**src/rtl/fir_out_fifo_if.sv**
```systemverilog
// Producer/consumer bundle for the FIR output FIFO.
// The FIFO takes the slave side; the environment takes master.
interface fir_out_fifo_if #(
    parameter int DATA_W = 7,
    parameter int INT_W  = 3,
    parameter int DEPTH  = 4
);
    localparam int CW = $clog2(DEPTH) + 1;

    logic                     i_sample_en;
    logic signed [DATA_W-1:0] Yin;
    logic                     i_ready;
    logic                     i_clr_ovf;
    logic                     o_valid;
    logic signed [DATA_W-1:0] o_raw;
    logic signed [INT_W-1:0]  o_int;
    logic                     o_sat;
    logic [CW-1:0]            o_count;
    logic                     o_full;
    logic                     o_ovf;

    modport master (
        output i_sample_en, Yin, i_ready, i_clr_ovf,
        input  o_valid, o_raw, o_int, o_sat, o_count, o_full, o_ovf
    );

    modport slave (
        input  i_sample_en, Yin, i_ready, i_clr_ovf,
        output o_valid, o_raw, o_int, o_sat, o_count, o_full, o_ovf
    );
endinterface

```
**src/rtl/fir_out_fifo.sv**
```systemverilog
// FWFT FIFO after the 3-tap FIR: stores raw Q4 result plus a
// round-half-up, saturated integer; sticky overflow on drop.
module fir_out_fifo #(
    parameter int DEPTH  = 4,
    parameter int DATA_W = 7,
    parameter int FRAC_W = 4,
    parameter int INT_W  = 3
) (
    input  logic          i_clk,
    input  logic          i_rst_n,
    fir_out_fifo_if.slave bus
);
    localparam int AW  = $clog2(DEPTH);
    localparam int CW  = AW + 1;
    localparam int EW  = 1 + INT_W + DATA_W;
    localparam int SW  = DATA_W + 1;

    localparam logic signed [SW-1:0] HALF  = SW'(2 ** (FRAC_W - 1));
    localparam logic signed [SW-1:0] MAX_Q = SW'(2 ** (INT_W - 1) - 1);
    localparam logic signed [SW-1:0] MIN_Q = SW'(-(2 ** (INT_W - 1)));

    logic [EW-1:0]           mem [DEPTH];
    logic [AW-1:0]           wr_ptr;
    logic [AW-1:0]           rd_ptr;
    logic [CW-1:0]           count;
    logic [CW-1:0]           count_nxt;
    logic                    full;
    logic                    ovf;

    logic signed [SW-1:0]    sum;
    logic signed [SW-1:0]    q;
    logic signed [INT_W-1:0] rint;
    logic                    rsat;

    logic                    valid;
    logic                    push;
    logic                    pop;
    logic                    drop;
    logic [EW-1:0]           head;

    always_comb begin
        sum  = {bus.Yin[DATA_W-1], bus.Yin} + HALF;
        q    = sum >>> FRAC_W;
        rint = q[INT_W-1:0];
        rsat = 1'b0;
        if (q > MAX_Q) begin
            rint = MAX_Q[INT_W-1:0];
            rsat = 1'b1;
        end else if (q < MIN_Q) begin
            rint = MIN_Q[INT_W-1:0];
            rsat = 1'b1;
        end
    end

    assign valid = (count != '0);
    assign pop   = valid && bus.i_ready;
    assign push  = bus.i_sample_en && (!full || pop);
    assign drop  = bus.i_sample_en && full && !pop;

    always_comb begin
        count_nxt = count;
        unique case ({push, pop})
            2'b10:   count_nxt = count + CW'(1);
            2'b01:   count_nxt = count - CW'(1);
            default: count_nxt = count;
        endcase
    end

    always_ff @(posedge i_clk or negedge i_rst_n) begin
        if (!i_rst_n) begin
            wr_ptr <= '0;
            rd_ptr <= '0;
            count  <= '0;
            full   <= 1'b0;
            ovf    <= 1'b0;
            for (int i = 0; i < DEPTH; i++) mem[i] <= '0;
        end else begin
            if (push) begin
                mem[wr_ptr] <= {rsat, rint, bus.Yin};
                wr_ptr      <= wr_ptr + AW'(1);
            end
            if (pop) rd_ptr <= rd_ptr + AW'(1);
            count <= count_nxt;
            full  <= (count_nxt == CW'(DEPTH));
            // a drop in the same cycle as a clear keeps the flag set
            if (drop)               ovf <= 1'b1;
            else if (bus.i_clr_ovf) ovf <= 1'b0;
        end
    end

    assign head        = mem[rd_ptr];
    assign bus.o_valid = valid;
    assign bus.o_raw   = head[DATA_W-1:0];
    assign bus.o_int   = head[DATA_W+INT_W-1:DATA_W];
    assign bus.o_sat   = head[EW-1];
    assign bus.o_count = count;
    assign bus.o_full  = full;
    assign bus.o_ovf   = ovf;
endmodule
```
**src/flat_wrapper.sv**
```systemverilog
// flat-port wrapper written by rule: the top's interface ports become plain ports
module fir_out_fifo_flat 
#(
    parameter int DEPTH  = 4,
    parameter int DATA_W = 7,
    parameter int FRAC_W = 4,
    parameter int INT_W  = 3
)
  (i_clk, i_rst_n, bus_i_sample_en, bus_Yin, bus_i_ready, bus_i_clr_ovf, bus_o_valid, bus_o_raw, bus_o_int, bus_o_sat, bus_o_count, bus_o_full, bus_o_ovf);
  fir_out_fifo_if #(.DATA_W(DATA_W), .INT_W(INT_W), .DEPTH(DEPTH)) bus_i ();
  input  logic i_clk;
  input  logic i_rst_n;
  input wire logic [$bits(bus_i.i_sample_en)-1:0] bus_i_sample_en;
  input wire logic [$bits(bus_i.Yin)-1:0] bus_Yin;
  input wire logic [$bits(bus_i.i_ready)-1:0] bus_i_ready;
  input wire logic [$bits(bus_i.i_clr_ovf)-1:0] bus_i_clr_ovf;
  output wire logic [$bits(bus_i.o_valid)-1:0] bus_o_valid;
  output wire logic [$bits(bus_i.o_raw)-1:0] bus_o_raw;
  output wire logic [$bits(bus_i.o_int)-1:0] bus_o_int;
  output wire logic [$bits(bus_i.o_sat)-1:0] bus_o_sat;
  output wire logic [$bits(bus_i.o_count)-1:0] bus_o_count;
  output wire logic [$bits(bus_i.o_full)-1:0] bus_o_full;
  output wire logic [$bits(bus_i.o_ovf)-1:0] bus_o_ovf;
  assign bus_i.i_sample_en = bus_i_sample_en;
  assign bus_i.Yin = bus_Yin;
  assign bus_i.i_ready = bus_i_ready;
  assign bus_i.i_clr_ovf = bus_i_clr_ovf;
  assign bus_o_valid = bus_i.o_valid;
  assign bus_o_raw = bus_i.o_raw;
  assign bus_o_int = bus_i.o_int;
  assign bus_o_sat = bus_i.o_sat;
  assign bus_o_count = bus_i.o_count;
  assign bus_o_full = bus_i.o_full;
  assign bus_o_ovf = bus_i.o_ovf;
  fir_out_fifo #(.DEPTH(DEPTH), .DATA_W(DATA_W), .FRAC_W(FRAC_W), .INT_W(INT_W)) u_core (.i_clk(i_clk), .i_rst_n(i_rst_n), .bus(bus_i));
endmodule
```
**config.mk**
```make
export PLATFORM = sky130hd
export DESIGN_NAME = fir_out_fifo_flat
export DESIGN_NICKNAME = d
export VERILOG_FILES = /design/src/rtl/fir_out_fifo_if.sv /design/src/rtl/fir_out_fifo.sv /design/src/flat_wrapper.sv
export SDC_FILE = /design/constraint.sdc
export NUM_CORES = 1
export LEC_CHECK = 0
export CAP_MARGIN = 25
export CORE_MARGIN = 1.5
export CORE_UTILIZATION = 55
export CTS_CLUSTER_SIZE = 40
export DETAILED_ROUTE_END_ITERATION = 12
export GPL_ROUTABILITY_DRIVEN = 0
export GPL_TIMING_DRIVEN = 0
export PLACE_DENSITY = 0.78
export SLEW_MARGIN = 15
export SYNTH_ARGS = -nofsm -noshare
export SYNTH_HDL_FRONTEND = slang
export SYNTH_SLANG_ARGS = --single-unit
```
**constraint.sdc**
```tcl
create_clock -name i_clk -period 2.6 [get_ports i_clk]
set_input_delay 0.52 -clock i_clk [delete_from_list [all_inputs] [get_ports i_clk]]
set_output_delay 0.52 -clock i_clk [all_outputs]
set_load 0.1 [all_outputs]
```
After elaboration in Yosys (flattened, before gate mapping)
Index checks and enable logic that the tools add are counted.
- magnitude comparators: 5
- muxes and demuxes: 13
- bitwise logic cells: 2
- reductions and logical operators: 10
- equal/unequal tests: 3
- add/sub/neg operators: 5
- operator list (kind ; number):
    $bwmux W44 ; 1
    $mux W11 ; 3
    $bmux W11 S2 ; 1
    $demux W11 S2 ; 1
    $add A7 B5 Y8 const B ; 1
    $ge A3 B3 Y1 const B ; 2
    $mux W3 ; 2
    $not A2 Y3 ; 2
    $pmux W3 S2 ; 1
    $logic_and A1 B1 Y1 ; 5
    $add A2 B1 Y2 const B ; 2
    $gt A4 B3 Y1 const B ; 1
    $lt A4 B3 Y1 const B ; 1
    $mux W1 ; 4
    $add A3 B1 Y3 const B ; 1
    $eq A3 B3 Y1 const B ; 1
    $lt A3 B1 Y1 const B ; 1
    $reduce_bool A3 Y1 ; 1
    $sub A3 B1 Y3 const B ; 1
    $eq A2 B1 Y1 const B ; 1
    $eq A2 B2 Y1 const B ; 1
    $logic_not A1 Y1 ; 2
    $reduce_bool A2 Y1 ; 1
    $logic_or A1 B1 Y1 ; 1
- bits of input ports: 12
- logic and storage cells: 47
- flip-flop bits (word level): 53

Depth between registers and ports, before layout
- depth in word-level cells: 7
- mapped depth: 9
- mapped depth without buffers: 9

Worst setup path after synthesis
OpenSTA, ideal clock, no wires.
- kind: reg2reg
- start point: register u_core.count[0] (netlist: u_core.bus.o_count[0])
- end point: register u_core.full (netlist: u_core.bus.o_full)
- arrival time: 2867 ps
- stages on the path, launching flop included: 10
- setup slack: -361 ps
- setup time: 94 ps
- clock period less this slack: 2961 ps
- buffers on the path: 0
- cells stage by stage: dfrtp_1 o31ai_4 a21boi_0 inv_1 ha_1 inv_1 fa_1 xor2_1 or3_1 a211oi_1
- word-level cells in the longest chain between the ends: 7
- elaborated cells on any way between the ends: 10
- those cells by class: 2 x add/sub; 3 x eq/ne; 1 x mux; 4 x reduce/logical
- ends and longest elaborated chain (item ; line ; RTL):
    from (decl) ; fir_out_fifo.sv:25 ; logic [CW-1:0] count;
    from (signal assigned) ; fir_out_fifo.sv:83 ; count <= count_nxt;
    $reduce_bool A3 Y1 ; fir_out_fifo.sv:55 ; assign valid = (count != '0);
    $logic_and A1 B1 Y1 ; fir_out_fifo.sv:56 ; assign pop = valid && bus.i_ready;
    $logic_or A1 B1 Y1 ; fir_out_fifo.sv:57 ; assign push = bus.i_sample_en && (!full || pop);
    $logic_and A1 B1 Y1 ; fir_out_fifo.sv:57 ;
    $eq A2 B1 Y1 / $eq A2 B2 Y1 (equally long branches) ; fir_out_fifo.sv:62 ; unique case ({push, pop})
    $pmux W3 S2 (*) ; fir_out_fifo.sv:62 ;
    $eq A3 B3 Y1 (*) ; fir_out_fifo.sv:84 ; full <= (count_nxt == CW'(DEPTH));
    to (signal assigned) ; fir_out_fifo.sv:84 ;
    to (decl) ; fir_out_fifo.sv:27 ; logic full;
Mark *: on every way between the ends. The rest lies on a longest branch, timed or not.
A chain may end at the register's enable or synchronous reset.

Worst setup path after layout
- start point: input port bus_i_ready
- end point: register u_core.full (netlist: u_core.bus.o_full)
- word-level cells in the longest chain between the ends: 6
- elaborated cells on any way between the ends: 7
- those cells by class: 3 x eq/ne; 1 x mux; 3 x reduce/logical
- ends and longest elaborated chain (item ; line ; RTL):
    from (decl) ; flat_wrapper.sv:15 ; input wire logic [$bits(bus_i.i_ready)-1:0] bus_i_ready;
    $logic_and A1 B1 Y1 (*) ; fir_out_fifo.sv:56 ;
    via u_core.pop ; fir_out_fifo.sv:37 ; logic pop;
    $logic_or A1 B1 Y1 ; fir_out_fifo.sv:57 ;
    $logic_and A1 B1 Y1 ; fir_out_fifo.sv:57 ;
    $eq A2 B1 Y1 / $eq A2 B2 Y1 (equally long branches) ; fir_out_fifo.sv:62 ;
    $pmux W3 S2 (*) ; fir_out_fifo.sv:62 ;
    $eq A3 B3 Y1 (*) ; fir_out_fifo.sv:84 ;
The timed path passes the listed nets; every way through them passes the cells marked *.

==> results.py <==
metrics = {
    "floorplan": {
        "core_sq_mm": 0.00438,
        "initial_core_util_pct": 57.6,
        "die_x_um": 70.7,
        "die_y_um": 70.7,
        "io_pins": 29,
        "num_rows": 24,
        "dieArea_sq_mm": 0.00500,
    },
    "routing": {
        "wl_per_cell_um": 18.4,
        "totalWireLength_um": 4760,
        "vias": 1464,
        "drtIter0Drc": 87,
        "vias_per_cell": 5.67,
        "drc": 0,
        "drt_pass1_iterations": 4,
        "ant_nets": 0,
    },
    "run_status": {
        "status": "complete, no violations",
    },
    "timing": {
        "setup_violations": 0,
        "fin_skew_ns": 0.00758,
        "hold_viol": 0,
        "period_minus_slack_ns": 2.50,
        "slew_violations": 0,
        "relSlewSlack_pct": 35.0,
        "tightest_slew_ns": 0.972,
        "period_share_pct": 96.1,
        "rsz0062_at_grt": "false",
        "max_freq_ghz": 0.400,
    },
    "final_layout": {
        "synthToLayoutAreaGrowth_pct": 18.2,
        "drive_above_1_share_pct": 42.2,
        "seq_area_sq_mm": 0.00134,
        "final_util_pct": 68.1,
        "num_antenna_cells": 0,
        "multi_input_area_sq_mm": 0.00110,
        "layout.cells.non_filler": 258,
        "nFillCells": 305,
        "nNetsFinal": 227,
    },
    "yosys": {
        "synth-compound-area-share_pct": 3.52,
        "synth-simple-area-share_pct": 1.83,
        "synth_top_flop_cell": "dfrtp_1",
        "async_flop_share_pct": 100,
        "syn_nets": 190,
        "synthMuxAreaShare_pct": 30.5,
        "synth_top_family_by_area": "multiplexers",
        "synth_cell_types": 23,
        "yosysSeqAreaShare_pct": 52.6,
        "yosys_warnings": 0,
        "synth_commonest_cells": "dfrtp_1, mux2_2, inv_1",
        "syn_avg_cell_area_sq_um": 14.9,
        "synth_top_area_share_pct": 52.6,
        "syn_inst": 169,
        "synth-xor-area-share_pct": 2.43,
        "synth_fa_ha_area_share_pct": 4.76,
        "netlist_top_cells_area": "dfrtp_1, mux2_2, mux4_2",
        "synth-seq-cells": 53,
        "synth_area_sq_mm": 0.00252,
        "yosysMostFrequentCell": "dfrtp_1",
        "synth_edf_count": 0,
        "synth_top_area_cell": "dfrtp_1",
    },
    "clock_tree": {
        "cts_tree": "built",
        "clk_path_buf_depth": 2,
        "cts-root-buf": "clkbuf_8",
        "cts_hold_buf": 0,
        "cts.sinks": 53,
        "path_clk_slew_ns": 0.09,
        "clk_latency_ns": 0.30,
        "h-tree-depth": 2,
        "numCtsBuffers": 5,
    },
    "critical_path": {
        "r2r-end": "u_core.bus.o_full",
        "cp-startpoint": "bus_i_ready",
        "r2r_setup_slack_ns": 0.19,
        "rr_worst_depth": 9,
        "r2r-start": "u_core.bus.o_count[1]",
        "crit_fanout": 7,
        "crit_path_end_kind": "register",
        "arrival_ns": 2.70,
        "worstPathRequired_ns": 2.80,
        "crit_path_start_kind": "input pin",
        "cp-endpoint": "u_core.bus.o_full",
        "critPathKind": "in -> reg",
    },
    "global_route": {
        "grt_pass1_wl_um": 8160,
        "busiest_layer": "met2",
        "grt_overflow": 0,
        "grt.met3_usage_pct": 4.42,
        "grt_max_degree": 35,
        "grt_pass1_vias": 1607,
        "grtUsageMet1_pct": 28.9,
        "met2_usage_pct": 35.7,
        "grt_usage_pct": 21.3,
        "antenna_found_initial": 0,
    },
    "hold_path": {
        "hp-class": "in -> async",
    },
    "place": {
        "placedCellCount": 250,
        "port-buffer-count": 28,
        "dp_hpwl_um": 3340,
    },
    "flow_run": {
        "maxCapViolCount": 0,
    },
}
==> per-stage QoR <==
step	area [sq um]	hold WS (ns)	setup slack [ns]	setup TNS, ns
final	2980	0.304	0.101	0
after global routing	2980	0.356	0.00984	0
after CTS	2980	0.331	-0.0465	-0.0465
after detailed placement	2910	0.492	-0.371	-4.65
after global placement	2890	0.484	-0.709	-25.17
after floorplan	2540	0.224	0.00497	0
==> placed cells by master (no fill, tap or decap), types with 3 or more instances in the layout <==
master and count:
dfrtp_1 49, mux2_2 38, inv_1 15, clkdlybuf4s50_1 15, mux4_2 11, buf_2 9, ha_1 7, nand2_1 6
clkbuf_8 6, mux2i_1 5, xnor2_1 5, a21oi_1 4, buf_6 4, mux2_4 3, clkdlybuf4s15_2 3, dfrtp_4 3
==> area by class of cell <==
type | count | area share, %
clock buffers | 7 | 2.89
flip-flops and latches | 53 | 44.9
inverters | 15 | 1.89
multi-input cells | 95 | 37.0
repair buffers | 30 | 9.27
well taps | 52 | 2.18
plain buffers | 6 | 1.93
==> per-layer routing <==
metal	up-vias	share of wire (%)	wire (um)
li1	673	-	-
met1	764	43	2030
met5	-	0	0
met4	0	1.1	53
met2	22	53	2520
met3	5	3.0	144
==> critical path: stages <==
cell	delay, ns
clkdlybuf4s50_1	0.51
o31ai_4	0.09
buf_4	0.17
inv_1	0.08
ha_2	0.19
inv_1	0.06
fa_1	0.38
xor2_1	0.17
or3_4	0.34
a211oi_2	0.19
==> registers in the layout (all words and copies together), names as in the netlist <==
register	flops
u_core.rd_ptr	2
u_core.mem	44
u_core.bus.o_ovf	1
u_core.bus.o_full	1
u_core.bus.o_count	3
u_core.wr_ptr	2
==> how the worst min path moves through the flow <==
stage / from / end / slack [ns] / depth (start not counted)
3_5_place_dp: u_core.mem[15] / u_core.mem[15] / 0.49 / 1
5_1_grt: i_rst_n / u_core.mem[40] / 0.36 / 1
2_1_floorplan: i_rst_n / u_core.bus.o_full / 0.22 / 0
6_report: i_rst_n / u_core.mem[21] / 0.30 / 1
4_1_cts: i_rst_n / u_core.mem[40] / 0.33 / 1
3_3_place_gp: u_core.mem[5] / u_core.mem[5] / 0.48 / 1
==> cells by family after synthesis <==
| family | count (synthesis) |
|---|---|
| AO/OA/AOI/OAI | 12 |
| AND/OR/NAND/NOR | 10 |
| multiplexers | 57 |
| flip-flops | 53 |
| buffers and inverters | 21 |
| adder cells (fa/ha/maj) | 9 |
| XOR/XNOR | 7 |
==> repair_timing <==
action                                  4_1_cts  5_1_grt
gates resized for setup                      47        4
setup buffers                                 1        0
endpoints found under the setup margin       13        2
pin swaps                                     1        1
Power is left out: the tool's default activity adds up to more than one toggle a clock period on the data nets, which glitch-free logic cannot reach.
